## config.mk

```make
export PLATFORM = sky130hd
export DESIGN_NAME = ps2_key_ctrl
export DESIGN_NICKNAME = d
export VERILOG_FILES = /design/src/rtl/ps2_key_ctrl.sv
export SDC_FILE = /design/constraint.sdc
export NUM_CORES = 1
export LEC_CHECK = 0
export ABC_AREA = 1
export CORE_MARGIN = 10
export CORE_UTILIZATION = 35
export CTS_BUF_LIST = sky130_fd_sc_hd__clkbuf_2
export DETAILED_ROUTE_END_ITERATION = 8
export GPL_ROUTABILITY_DRIVEN = 0
export GPL_TIMING_DRIVEN = 0
export PLACE_DENSITY = 0.64
export SYNTH_ARGS = -nofsm -noshare
export SYNTH_HDL_FRONTEND = slang
export SYNTH_SLANG_ARGS = --single-unit
```

## constraint.sdc

```tcl
create_clock -name clk -period 1.3 [get_ports clk]
set_input_delay 0.195 -clock clk [delete_from_list [all_inputs] [get_ports clk]]
set_output_delay 0.195 -clock clk [all_outputs]
set_load 0.05 [all_outputs]
```

## src/rtl/ps2_key_ctrl.sv

```systemverilog
// ps2_key_ctrl: pops scan-code bytes from the ps2_keyboard FIFO one at a time
// and decodes set-2 prefixes (0xE0 extended, 0xF0 break) into held-key state,
// a wrapping press counter and, when PS2_KEY_ASCII_EN is defined, an ASCII code.
// Each byte takes three cycles: IDLE (capture), POP (pop + decode), SETTLE.
module ps2_key_ctrl #(
  parameter int COUNT_W        = 8,
  parameter int PREFIX_TIMEOUT = 1000000
) (
  input  logic               clk,
  input  logic               resetn,
  input  logic [7:0]         fifo_data,
  input  logic               fifo_ready,
  input  logic               fifo_overflow,
  output logic               nextdata_n,
  output logic [7:0]         key_code,
  output logic               key_ext,
  output logic               key_valid,
  output logic               key_strobe,
  output logic [COUNT_W-1:0] press_count,
  output logic [7:0]         ascii,
  output logic               ovf_sticky
);

  localparam int TMO_W = (PREFIX_TIMEOUT > 1) ? $clog2(PREFIX_TIMEOUT) : 1;
  localparam bit TMO_EN = (PREFIX_TIMEOUT > 0);
  localparam logic [TMO_W-1:0] TMO_RELOAD =
    (PREFIX_TIMEOUT > 0) ? TMO_W'(PREFIX_TIMEOUT - 1) : '0;

  typedef enum logic [1:0] {
    IDLE   = 2'd0,
    POP    = 2'd1,
    SETTLE = 2'd2
  } state_t;

  state_t             state_r;
  state_t             state_nx;
  logic [7:0]         byte_r;
  logic               ext_pend_r;
  logic               brk_pend_r;
  logic [TMO_W-1:0]   tmo_r;

  logic               ext_nx;
  logic               brk_nx;
  logic [TMO_W-1:0]   tmo_nx;
  logic [7:0]         code_nx;
  logic               kext_nx;
  logic               valid_nx;
  logic [COUNT_W-1:0] cnt_nx;
  logic               make_nx;
  logic               any_pend;
  logic               is_ack;
  logic               held_match;
  logic               tmo_active;

  // The pop request is only ever low during POP and never while reset is held.
  assign nextdata_n = ~(resetn && (state_r == POP));

  // Next-state logic for the IDLE -> POP -> SETTLE byte sequencer.
  always_comb begin
    state_nx = state_r;
    case (state_r)
      IDLE: begin
        if (fifo_ready) begin
          state_nx = POP;
        end else begin
          state_nx = IDLE;
        end
      end
      POP:     state_nx = SETTLE;
      SETTLE:  state_nx = IDLE;
      default: state_nx = IDLE;
    endcase
  end

  // Byte decode in POP, plus prefix aging while starved in IDLE.
  always_comb begin
    any_pend   = ext_pend_r | brk_pend_r;
    is_ack     = (byte_r == 8'hAA) || (byte_r == 8'hFA) || (byte_r == 8'hEE);
    held_match = key_valid && (byte_r == key_code) && (ext_pend_r == key_ext);
    tmo_active = TMO_EN && (state_r == IDLE) && !fifo_ready && any_pend;
    ext_nx     = ext_pend_r;
    brk_nx     = brk_pend_r;
    tmo_nx     = tmo_r;
    code_nx    = key_code;
    kext_nx    = key_ext;
    valid_nx   = key_valid;
    cnt_nx     = press_count;
    make_nx    = 1'b0;
    if (state_r == POP) begin
      if (byte_r == 8'hE0) begin
        ext_nx = 1'b1;
        tmo_nx = TMO_RELOAD;
      end else if (byte_r == 8'hF0) begin
        brk_nx = 1'b1;
        tmo_nx = TMO_RELOAD;
      end else if (is_ack && !any_pend) begin
        // Keyboard status bytes outside a prefix carry no key information.
        valid_nx = key_valid;
      end else if (brk_pend_r) begin
        // Only the release of the tracked key drops key_valid.
        if (held_match) begin
          valid_nx = 1'b0;
        end else begin
          valid_nx = key_valid;
        end
        ext_nx = 1'b0;
        brk_nx = 1'b0;
      end else begin
        // A make of the held key is a typematic repeat; anything else is new.
        if (held_match) begin
          make_nx = 1'b0;
        end else begin
          code_nx  = byte_r;
          kext_nx  = ext_pend_r;
          valid_nx = 1'b1;
          cnt_nx   = press_count + COUNT_W'(1);
          make_nx  = 1'b1;
        end
        ext_nx = 1'b0;
      end
    end else if (tmo_active) begin
      if (tmo_r == '0) begin
        ext_nx = 1'b0;
        brk_nx = 1'b0;
      end else begin
        tmo_nx = tmo_r - TMO_W'(1);
      end
    end else begin
      tmo_nx = tmo_r;
    end
  end

  // State, captured byte, prefix flags and key outputs.
  always_ff @(posedge clk) begin
    if (!resetn) begin
      state_r     <= IDLE;
      byte_r      <= 8'h00;
      ext_pend_r  <= 1'b0;
      brk_pend_r  <= 1'b0;
      tmo_r       <= '0;
      key_code    <= 8'h00;
      key_ext     <= 1'b0;
      key_valid   <= 1'b0;
      key_strobe  <= 1'b0;
      press_count <= '0;
      ovf_sticky  <= 1'b0;
    end else begin
      state_r <= state_nx;
      if ((state_r == IDLE) && fifo_ready) begin
        byte_r <= fifo_data;
      end
      ext_pend_r  <= ext_nx;
      brk_pend_r  <= brk_nx;
      tmo_r       <= tmo_nx;
      key_code    <= code_nx;
      key_ext     <= kext_nx;
      key_valid   <= valid_nx;
      key_strobe  <= make_nx;
      press_count <= cnt_nx;
      if (fifo_overflow) begin
        ovf_sticky <= 1'b1;
      end
    end
  end

`ifdef PS2_KEY_ASCII_EN
  // Set-2 make code to ASCII; extended keys have no ASCII equivalent.
  function automatic logic [7:0] set2_ascii(input logic [7:0] code, input logic ext);
    logic [7:0] a;
    case (code)
      8'h1C: a = 8'h61;  8'h32: a = 8'h62;  8'h21: a = 8'h63;  8'h23: a = 8'h64;
      8'h24: a = 8'h65;  8'h2B: a = 8'h66;  8'h34: a = 8'h67;  8'h33: a = 8'h68;
      8'h43: a = 8'h69;  8'h3B: a = 8'h6A;  8'h42: a = 8'h6B;  8'h4B: a = 8'h6C;
      8'h3A: a = 8'h6D;  8'h31: a = 8'h6E;  8'h44: a = 8'h6F;  8'h4D: a = 8'h70;
      8'h15: a = 8'h71;  8'h2D: a = 8'h72;  8'h1B: a = 8'h73;  8'h2C: a = 8'h74;
      8'h3C: a = 8'h75;  8'h2A: a = 8'h76;  8'h1D: a = 8'h77;  8'h22: a = 8'h78;
      8'h35: a = 8'h79;  8'h1A: a = 8'h7A;
      8'h45: a = 8'h30;  8'h16: a = 8'h31;  8'h1E: a = 8'h32;  8'h26: a = 8'h33;
      8'h25: a = 8'h34;  8'h2E: a = 8'h35;  8'h36: a = 8'h36;  8'h3D: a = 8'h37;
      8'h3E: a = 8'h38;  8'h46: a = 8'h39;
      8'h29: a = 8'h20;  8'h5A: a = 8'h0D;
      default: a = 8'h00;
    endcase
    return ext ? 8'h00 : a;
  endfunction

  // ascii follows key_code on the same edge, only when a new make lands.
  always_ff @(posedge clk) begin
    if (!resetn) begin
      ascii <= 8'h00;
    end else if (make_nx) begin
      ascii <= set2_ascii(code_nx, kext_nx);
    end
  end
`else
  assign ascii = 8'h00;
`endif

endmodule

```

; Word level (Yosys, flattened, before mapping)
; Index checks and enable logic that the tools add are counted.
[totals]
reg_bits = 52
input_bits = 12
output_inout_bits = 29
elab_cells = 79
[classes]
n_addsub = 2
eq_ne = 16
n_mux = 20
bitwise_logic = 9
reduce_logical = 21
[ops]
columns = op, n
row1 = 2-to-1 mux 20 bit, 5
row2 = "equality test 8 bit, second input constant", 5
row3 = logical NOT 20 bit, 1
row4 = "subtractor 20 x 1 -> 20 bit, second input constant", 1
row5 = 2-to-1 mux 1 bit, 14
row6 = AND reduction 6 bit, 2
row7 = "!= test 3 bit, second input constant", 3
row8 = "adder 8 x 1 -> 8 bit, second input constant", 1
row9 = equality test 8 bit, 1
row10 = NOT 1 bit, 8
row11 = AND reduction 4 bit, 2
row12 = logical AND 1 bit, 7
row13 = "!= test 2 bit, second input constant", 3
row14 = OR reduction 6 bit, 1
row15 = case mux 2 bit (2 select lines), 1
row16 = nonzero test 2 bit, 2
row17 = "!= test 3 x 1 -> 1 bit, second input constant", 1
row18 = AND reduction 3 bit, 1
row19 = "equality test 2 x 1 -> 1 bit, second input constant", 1
row20 = logical NOT 1 bit, 2
row21 = logical NOT 2 bit, 1
row22 = logical OR 1 bit, 2
row23 = "!= test 2 x 1 -> 1 bit, second input constant", 1
row24 = equality test 1 bit, 1
row25 = OR 1 bit, 1

; Depth between registers and ports, before layout
; Gate-level depths: netlist of the first run.
[logic_depth]
word_depth = 8
ltp_mapped = 11
mapped_depth_nobuf = 11

; Worst setup path after synthesis of the first run
; OpenSTA, ideal clock, no wires.
[synth_timing]
path_kind = register to register
start = register key_code[0]
end = register key_code[2]
arrival_ns = 1.685
slack_ns = -0.456
path_stages_with_launch = 12
n_path_buf = 1
period_less_slack_ns = 1.756
cell_sequence = dfxtp_1 inv_1 nand2_1 nand2_1 nor2_1 nand3_2 nor2_4 nor2_4 nand2_4 buf_12 nand2_2 a21oi_2
[synth_between]
elab_chain_len = 5
[synth_rtl]
columns = element, line
row1 = from (decl), 15  ; output logic [7:0] key_code,
row2 = from (signal assigned), 155  ; key_code <= code_nx;
row3 = equality test 8 bit, 79  ; held_match = key_valid && (byte_r == key_code) && (ext_pend_r == key_ext);
row4 = logical AND 1 bit (2 in a row), 79
row5 = NOT 1 bit (no source line), -
row6 = AND reduction 6 bit (no source line), -
; No other way between the ends.
; A chain may end at the register's enable or synchronous reset.

; Worst setup path in the final report of the first run
[layout_timing]
start = register tmo_r[1]
end = register tmo_r[13]
[layout_between]
elab_chain_len = 4
word_cells_on_any_way = 7
classes_between = add/sub: 1 / eq/ne: 1 / mux: 3 / reduce/logical: 2
[layout_rtl]
columns = element, line
row1 = from (decl), 40  ; logic [TMO_W-1:0] tmo_r;
row2 = from (signal assigned), 154  ; tmo_r <= tmo_nx;
row3 = subtractor 20 x 1 -> 20 bit, 126  ; tmo_nx = tmo_r - TMO_W'(1);
row4 = 2-to-1 mux 20 bit, 122  ; if (tmo_r == '0) begin
row5 = 2-to-1 mux 20 bit, 121  ; end else if (tmo_active) begin
row6 = 2-to-1 mux 20 bit, 89  ; if (state_r == POP) begin
; Several ways; a longest one is shown, not always the timed one. The select of a mux whose other input is x is not followed.

==> results.json, run 1 <==
{
  "grt-ovfl-total": 0,
  "p_leak_nw": 2.12,
  "setup_violations": 47,
  "p_int_mw": 3.73,
  "yosys_warnings": 0,
  "final_cell_mix": "nand2_1, buf_4, nor2_1, a21oi_2, nand2_2",
  "die_w_um": 114,
  "hold_end": "ovf_sticky",
  "placed_cells": 590,
  "slew_headroom_pct": 45.0,
  "synth_seq_cells": 52,
  "r2r_cells": 12,
  "hold_violations": 0,
  "busiest_layer": "met2",
  "path_class": "reg -> reg",
  "cp.arrival_ns": 2.10,
  "reg2reg_from": "tmo_r[1]",
  "ir_worst_vdd_uv": 667,
  "cts-root-buf": "clkbuf_2",
  "ios": 41,
  "period_needed_ns": 1.71,
  "instances_no_fill": 662,
  "start_util_pct": 35.5,
  "hpwl_mm": 6.04,
  "min_from": "fifo_overflow",
  "use_met1_pct": 15.5,
  "ff2ff_setup_slack_ns": -0.41,
  "critPathMostFrequentCell": "inv_4",
  "io_buffers": 32,
  "area_delta_synth_final_pct": 62.0,
  "worst_slew_pin_slew_ns": 0.825,
  "globalRouteMet3Util_pct": 3.67,
  "cts_buffer_depth": 2,
  "wl_mm": 9.67,
  "power.density_nw_per_um2": 1400,
  "regArea_um2": 1140,
  "clkSinkCount": 52,
  "cpMaxStageDelayCell": "dfxtp_4",
  "grt_setup_unrepaired": "true",
  "vias": 3245,
  "grt_pass1_vias": 3151,
  "drtAntennaViolNets": 0,
  "seqPwrFrac_pct": 28.7,
  "min_path_cells": 3,
  "p_sw_mw": 3.23,
  "fmaxAchievable_ghz": 0.584,
  "clkPwrFrac_pct": 10.9,
  "multi_input_area_um2": 2220,
  "outcome": "finished, violations left",
  "rows": 34,
  "timing.hold.ws_ns": 0.186,
  "htreeDepth": 2,
  "clk_latency_ns": 0.50,
  "end_kind": "flip-flop",
  "drcViolationCount": 0,
  "fin_skew_ns": 0.0689,
  "track_usage_pct": 13.7,
  "power_frac_comb_pct": 60.4,
  "timing.final.crit_share_pct": 132,
  "die_y_um": 114,
  "wl_per_cell_um": 14.6,
  "gr-usage-met2_pct": 24.6,
  "vias_per_cell": 4.90,
  "switching_share_pct": 46.4,
  "clk_pin_slew_ns": 0.35,
  "final_layout_size_suffix_gt1_share_pct": 56.7,
  "grt_pass1_wl_mm": 14.9,
  "postSynthAreaPerCell_um2": 6.92,
  "firstDrtPassIters": 4,
  "n_antenna_cell": 0,
  "synth_edf_count": 0,
  "ys_types": 29,
  "core_um2": 8640,
  "path_cells": "inv_4 -> ha_4 -> nand4_1 -> nor2_1 -> nand2_1 -> nor2_2 -> nor2_4 -> inv_4 -> buf_12 -> buf_8 -> nand2_2 -> a21oi_2",
  "antenna_found_initial": 0,
  "synthCells": 443,
  "failed_checks": "setup timing",
  "rr_endpoint": "tmo_r[13]",
  "dieArea_um2": 12900,
  "ys.flop_type": "dfxtp_1",
  "setup-tns-final_ns": -12.78,
  "slowest_delay_ns": 0.43,
  "timing.final.ws_setup_ns": -0.412,
  "critPathRequiredTime_ns": 1.69,
  "synthArstFlopShare_pct": 0,
  "cts_tree": "yes",
  "crit_fanout": 5,
  "cts_buffers": 5,
  "drv_slew": 0,
  "grt_max_degree": 19,
  "drt-initial-drc-count": 155,
  "hp-class": "in -> reg",
  "start_kind": "flip-flop",
  "drv_cap": 0,
  "fin_nets": 568,
  "final_common_cell": "nand2_1",
  "synth_area_um2": 3070,
  "seq_area_frac_synth_pct": 34.0,
  "fillers": 740
}
[how the worst max path moves through the flow]
| stage | startpoint | to | slack [ns] | cells past startpoint |
|---|---|---|---|---|
| 2_1_floorplan | byte_r[0] | press_count[6] | -0.15 | 10 |
| 3_3_place_gp | resetn | tmo_r[5] | -0.70 | 5 |
| 3_5_place_dp | resetn | tmo_r[4] | -0.75 | 5 |
| 4_1_cts | state_r[1] | nextdata_n | -0.32 | 6 |
| 5_1_grt | brk_pend_r | tmo_r[10] | -0.52 | 11 |
| 6_report | tmo_r[1] | tmo_r[13] | -0.41 | 12 |
[registers in the layout (all words and copies together) (netlist names)]
| name | cells |
|---|---|
| byte_r | 8 |
| key_valid | 1 |
| key_code | 8 |
| key_ext | 1 |
| brk_pend_r | 1 |
| key_strobe | 1 |
| ovf_sticky | 1 |
| ext_pend_r | 1 |
| press_count | 8 |
| tmo_r | 20 |
| state_r | 2 |
[Yosys cell counts (all sizes together), types with 3 or more instances]
cell type | number | area share [%]
xor2 | 11 | 3.1
nand4 | 10 | 2.2
nand3 | 39 | 7.2
nor2 | 57 | 8.0
nor3 | 4 | 0.65
o21ai | 15 | 2.4
ha | 3 | 1.2
inv | 43 | 5.3
a21oi | 47 | 9.6
nand2 | 128 | 18
xnor2 | 8 | 2.3
buf | 15 | 4.7
clkbuf | 7 | 0.86
dfxtp | 52 | 34
[metrics by stage]
step	instance area [um2]	setup WS (ns)	power, mW	utilization (%)
2_1_floorplan	3210	-0.146	4.41	-
3_3_place_gp	3660	-0.701	4.95	42.4
3_5_place_dp	3660	-0.749	5.00	42.4
4_1_cts	4400	-0.320	6.32	50.9
5_1_grt	4960	-0.521	7.46	57.5
6_report	4960	-0.412	6.96	57.5
[layer usage]
layer,wire (um),part of all wire [%],vias up
met5,0,0,-
met4,174,1.8,0
li1,-,-,1619
met1,3990,41,1545
met2,5040,52,65
met3,470,4.9,16
[power groups by stage]
stage / clock network (mW) / registers, mW / logic, mW
after floorplan: 0 / 2.00 / 2.41
after global placement: 0 / 1.98 / 2.97
after detailed placement: 0 / 1.99 / 3.01
after CTS: 0.773 / 1.96 / 3.58
after global routing: 0.842 / 2.03 / 4.60
final: 0.759 / 2.00 / 4.21
[cell type report]
class	instances	share of cell area (%)
repair buffers	98	22.0
plain buffers	20	3.20
flip-flops and latches	52	22.9
well taps	108	2.72
clock buffers	5	0.504
clock inverters	3	0.504
inverters	43	3.40
multi-input cells	333	44.7
[critical path, delay by kind of cell (launching register included)]
family	cells	cell delay [ns]
AND/OR/NAND/NOR	6	0.58
flip-flops	1	0.43
buffers and inverters	4	0.41
adder cells (fa/ha/maj)	1	0.12
AO/OA/AOI/OAI	1	0.12
[timing repair]
action,CTS,global route
hold buffers,0,0
hold endpoints to repair,0,0
pin swaps,13,57
endpoints found under the setup margin,63,63
buffers inserted,41,22
resized for setup,232,116
cloned,4,2
[cells by family (layout without fill, tap and decap cells)]
| logic type | Yosys count | in the layout | share of synthesized area [%] |
|---|---|---|---|
| flops | 52 | 52 | 34.0 |
| compound gates | 63 | 63 | 12.3 |
| simple gates | 240 | 240 | 36.1 |
| other cells | 1 | 8 | 0.122 |
| buf+inv | 65 | 169 | 10.8 |
| fa+ha+maj | 3 | 3 | 1.22 |
| xor+xnor | 19 | 19 | 5.43 |
Note: power is estimated with default switching activity, not from simulation.
==> inputs of run 2 (changes only) <==
--- a/config.mk
+++ b/config.mk
@@ -12,7 +12,8 @@
 export DETAILED_ROUTE_END_ITERATION = 8
 export GPL_ROUTABILITY_DRIVEN = 0
 export GPL_TIMING_DRIVEN = 0
-export PLACE_DENSITY = 0.64
+export PLACE_DENSITY = 0.62
+export SETUP_SLACK_MARGIN = 0.1
 export SYNTH_ARGS = -nofsm -noshare
 export SYNTH_HDL_FRONTEND = slang
 export SYNTH_SLANG_ARGS = --single-unit
==> constraint.sdc (replaced) <==
create_clock -name clk -period 2.1 [get_ports clk]
set_input_delay 0.315 -clock clk [delete_from_list [all_inputs] [get_ports clk]]
set_output_delay 0.315 -clock clk [all_outputs]
set_load 0.05 [all_outputs]
==> results.json, run 2 (synthesis results as in run 1) <==
{
  "ios": 41,
  "grt_max_degree": 17,
  "grt_setup_unrepaired": "true",
  "final_common_cell": "nand2_1",
  "cp_top_family": "buffers and inverters",
  "largest_register_ffs": 20,
  "end_kind": "primary output",
  "cp.arrival_ns": 1.56,
  "grt_pass1_vias": 2801,
  "globalRouteMet3Util_pct": 3.41,
  "cts_tree": "yes",
  "vias": 2836,
  "outcome": "completed",
  "slowest_delay_ns": 0.41,
  "r2r_cells": 10,
  "wl_mm": 7.64,
  "slew_headroom_pct": 53.2,
  "drt-initial-drc-count": 97,
  "track_usage_pct": 11.9,
  "timing.final.crit_share_pct": 89.5,
  "fillers": 921,
  "critPathRequiredTime_ns": 1.78,
  "power.density_nw_per_um2": 989,
  "pre_cts_ws_ns": -0.0863,
  "antenna_found_initial": 0,
  "path_class": "reg -> out",
  "timing.final.ws_setup_ns": 0.220,
  "instances_no_fill": 598,
  "drcViolationCount": 0,
  "grt-ovfl-total": 0,
  "hp-class": "in -> reg",
  "area_delta_synth_final_pct": 17.4,
  "cts_buffers": 5,
  "vias_per_cell": 4.74,
  "largest-register": "tmo_r",
  "ir_worst_vdd_uv": 387,
  "htreeDepth": 2,
  "wl_per_cell_um": 12.8,
  "setup_violations": 0,
  "period_needed_ns": 1.88,
  "use_met1_pct": 13.8,
  "dieArea_um2": 12900,
  "clk_pin_slew_ns": 0.27,
  "drv_slew": 0,
  "core_um2": 8640,
  "drtAntennaViolNets": 0,
  "cts_buffer_depth": 2,
  "p_leak_nw": 1.62,
  "min_path_cells": 3,
  "fin_nets": 504,
  "start_kind": "flip-flop",
  "clkSinkCount": 52,
  "rows": 34,
  "timing.hold.ws_ns": 0.406,
  "fmaxAchievable_ghz": 0.532,
  "placed_cells": 590,
  "die_w_um": 114,
  "final_layout_size_suffix_gt1_share_pct": 17.3,
  "hpwl_mm": 5.80,
  "worst-path-stages": 6,
  "cts_setup_buffers": 0,
  "crit_fanout": 10,
  "drv_cap": 0,
  "cts-root-buf": "clkbuf_2",
  "multi_input_area_um2": 1720,
  "cpMaxStageDelayCell": "dfxtp_1",
  "n_antenna_cell": 0,
  "path_buf_inv": 4,
  "start_util_pct": 35.5,
  "worst_slew_pin_slew_ns": 0.703,
  "busiest_layer": "met2",
  "clk_latency_ns": 0.45,
  "regArea_um2": 1040,
  "setup-tns-final_ns": 0,
  "io_buffers": 32,
  "path_cells": "inv_2 -> nand2_1 -> clkbuf_4 -> nor2_2 -> inv_1 -> buf_2",
  "die_y_um": 114,
  "grt_pass1_wl_mm": 13.0,
  "firstDrtPassIters": 4,
  "hold_violations": 0,
  "fin_skew_ns": 0.0224,
  "gr-usage-met2_pct": 20.8,
  "final_cell_mix": "nand2_1, dfxtp_1, nor2_1"
}
run 2: changes by cell type in the layout (fill, tap and decap cells not counted), sizes merged:
cell / previous run / this run
dlymetal6s2s: 0 / 2
dlygate4sd2: 0 / 18
inv: 45 / 43
bufinv: 0 / 1
buf: 99 / 15
clkinv: 0 / 1
run 2: worst reg2reg max path: stages, from the launching register on:
cell and delay (ns):
dfxtp_1 0.46, inv_1 0.11, nand4_2 0.10, inv_2 0.06, nand2_4 0.07, nand4_1 0.16, nor2_4 0.28, nand2_4 0.15
buf_12 0.18, nand2_2 0.06, a21oi_2 0.04
run 2: worst paths after layout:
path / start / endpoint / slack, ns
max: state_r[1] / nextdata_n / 0.22
min reg2reg: ext_pend_r / key_ext / 0.50
max reg2reg: byte_r[4] / key_code[2] / 0.34
min: fifo_overflow / ovf_sticky / 0.41
run 2: timing repair:
item                                    4_1_cts  5_1_grt
endpoints found under the setup margin       19        5
resized for setup                            23        6
hold buffers                                  0        0
run 2: area by class of cell:
| class | instances | area share, % |
|---|---|---|
| multi-input combinational | 333 | 47.9 |
| sequential | 52 | 28.9 |
| timing repair buffer | 32 | 8.27 |
| buffer | 22 | 4.80 |
| inverter | 43 | 4.48 |
| tap | 108 | 3.75 |
| clock inverter | 3 | 1.18 |
| clock buffer | 5 | 0.695 |
run 2: per-layer routing:
metal	share of wire [%]	wire length (um)
met3	4.6	349
met5	0	0
met2	49	3770
met4	0.75	57
met1	45	3470
run 2: stage by stage:
step | total power, mW | instance area, um2 | util [%]
after floorplan | 2.66 | 3090 | -
after global placement | 2.99 | 3550 | 41.1
after detailed placement | 3.01 | 3550 | 41.1
after CTS | 3.56 | 3590 | 41.5
after global routing | 3.88 | 3600 | 41.7
final | 3.56 | 3600 | 41.7
run 2: where the power goes:
group	internal [mW]	total (mW)	switching [mW]
Sequential	1.10	1.21	0.114
Clock	0.198	0.539	0.341
Combinational	0.685	1.81	1.12
==> inputs of run 3 (changes only) <==
--- a/config.mk
+++ b/config.mk
@@ -14,6 +14,7 @@
 export GPL_TIMING_DRIVEN = 0
 export PLACE_DENSITY = 0.62
 export SETUP_SLACK_MARGIN = 0.1
+export SKIP_CTS_REPAIR_TIMING = 1
 export SYNTH_ARGS = -nofsm -noshare
 export SYNTH_HDL_FRONTEND = slang
 export SYNTH_SLANG_ARGS = --single-unit
==> constraint.sdc (replaced) <==
create_clock -name clk -period 2.1 [get_ports clk]
set_input_delay 0.315 -clock clk [delete_from_list [all_inputs] [get_ports clk]]
set_output_delay 0.315 -clock clk [all_outputs]
set_load 0.1 [all_outputs]
==> results.json, run 3 (synthesis results as in run 1) <==
{
  "grt_pass1_wl_mm": 12.9,
  "vias": 2871,
  "grt_setup_unrepaired": "false",
  "ff2ff_setup_slack_ns": 0.34,
  "wl_per_cell_um": 12.6,
  "min_path_cells": 3,
  "final_layout_size_suffix_gt1_share_pct": 22.2,
  "crit_fanout": 4,
  "firstDrtPassIters": 4,
  "io_buffers": 32,
  "ir_worst_vdd_uv": 334,
  "startpoint": "key_code[1]",
  "slowest_delay_ns": 0.75,
  "timing.final.ws_setup_ns": 0.170,
  "die_w_um": 114,
  "worstSetupEndpoint": "key_code[1]",
  "clk_pin_slew_ns": 0.27,
  "drv_cap": 0,
  "track_usage_pct": 11.8,
  "period_needed_ns": 1.93,
  "highest_layer": "met4",
  "drt-initial-drc-count": 106,
  "fmaxAchievable_ghz": 0.518,
  "grt_max_degree": 16,
  "final_cell_mix": "nand2_1, nor2_1, dfxtp_1",
  "outcome": "completed",
  "path_cells": "dlymetal6s2s_1",
  "reg2reg_from": "byte_r[4]",
  "wl_met2_mm": 3.67,
  "clk_latency_ns": 0.44,
  "cpMaxStageDelayCell": "dlymetal6s2s_1",
  "wl_met1_mm": 3.36,
  "rr_endpoint": "key_code[2]",
  "drtAntennaViolNets": 0,
  "cp.arrival_ns": 1.62,
  "start_util_pct": 35.5,
  "cts-root-buf": "clkbuf_2",
  "fin_nets": 504,
  "slew_headroom_pct": 34.2,
  "rows": 34,
  "vias_per_cell": 4.80,
  "wl_mm": 7.54,
  "wl_met3_um": 388,
  "min_from": "fifo_overflow",
  "fillers": 936,
  "grt-ovfl-total": 0,
  "critPathRequiredTime_ns": 1.78,
  "hold_violations": 0,
  "worst-path-stages": 1,
  "hp-class": "in -> reg",
  "dieArea_um2": 12900,
  "clkSinkCount": 52,
  "fin_skew_ns": 0.0189,
  "area_delta_synth_final_pct": 15.5,
  "cts_buffer_depth": 2,
  "largest-register": "tmo_r",
  "largest_register_ffs": 20,
  "cts_buffers": 5,
  "drcViolationCount": 0,
  "core_um2": 8640,
  "path_class": "reg -> out",
  "final_util_pct": 41.0,
  "timing.final.crit_share_pct": 91.9,
  "cts_tree": "yes",
  "path_buf_inv": 1,
  "hpwl_mm": 5.82,
  "p_leak_nw": 1.59,
  "die_y_um": 114,
  "ios": 41,
  "r2r_cells": 10,
  "end_kind": "primary output",
  "power.density_nw_per_um2": 981,
  "final_common_cell": "nand2_1",
  "drv_slew": 0,
  "pre_cts_ws_ns": -0.353,
  "setup_violations": 0,
  "fin_total_pwr_mw": 3.47,
  "n_antenna_cell": 0,
  "timing.hold.ws_ns": 0.406,
  "worst_slew_pin_slew_ns": 0.986,
  "start_kind": "flip-flop",
  "grt_pass1_vias": 2810,
  "antenna_found_initial": 0,
  "htreeDepth": 2,
  "cp_top_family": "buffers and inverters"
}
==> run 3: tightest hold or removal path: cells and delay by family <==
| kind | cells | cell delay (ns) |
|---|---|---|
| buffers and inverters | 1 | 0.40 |
| AND/OR/NAND/NOR | 2 | 0.12 |
==> run 3: final cells by class <==
cell class | instances | area (um2) | area share (%)
multi-input cells | 333 | 1720 | 48.7
flip-flops and latches | 52 | 1050 | 29.8
repair buffers | 32 | 251 | 7.10
well taps | 108 | 135 | 3.82
clock buffers | 6 | 30.0 | 0.848
clock inverters | 2 | 11.3 | 0.318
plain buffers | 22 | 173 | 4.88
inverters | 43 | 161 | 4.56
==> run 3: power breakdown <==
group          switching [mW]  internal, mW  leakage (nW)  total (mW)
clock network           0.328        0.0828        0.0266       0.411
registers               0.114          1.10         0.428        1.21
logic                    1.17         0.684          1.14        1.85
==> run 3: per-layer routing <==
layer  track usage (%)  vias up
met5                 0        -
met4              3.55        0
met3              3.25       14
met2              20.8       55
met1              13.6     1305
li1                  -     1497
==> run 3: through the flow <==
step,instance area [um2],TNS [ns],cells
after floorplan,3100,0,450
after global placement,3560,-0.418,590
after detailed placement,3560,-0.653,590
after CTS,3600,-6.46,598
after global routing,3540,0,598
final,3540,0,598
==> run 3: how the worst min path moves through the flow <==
| stage | slack (ns) | to |
|---|---|---|
| final | 0.41 | ovf_sticky |
| after global routing | 0.39 | ovf_sticky |
| after CTS | 0.38 | ovf_sticky |
| after detailed placement | 0.46 | key_code[0] |
| after global placement | 0.45 | ovf_sticky |
| after floorplan | 0.43 | ovf_sticky |
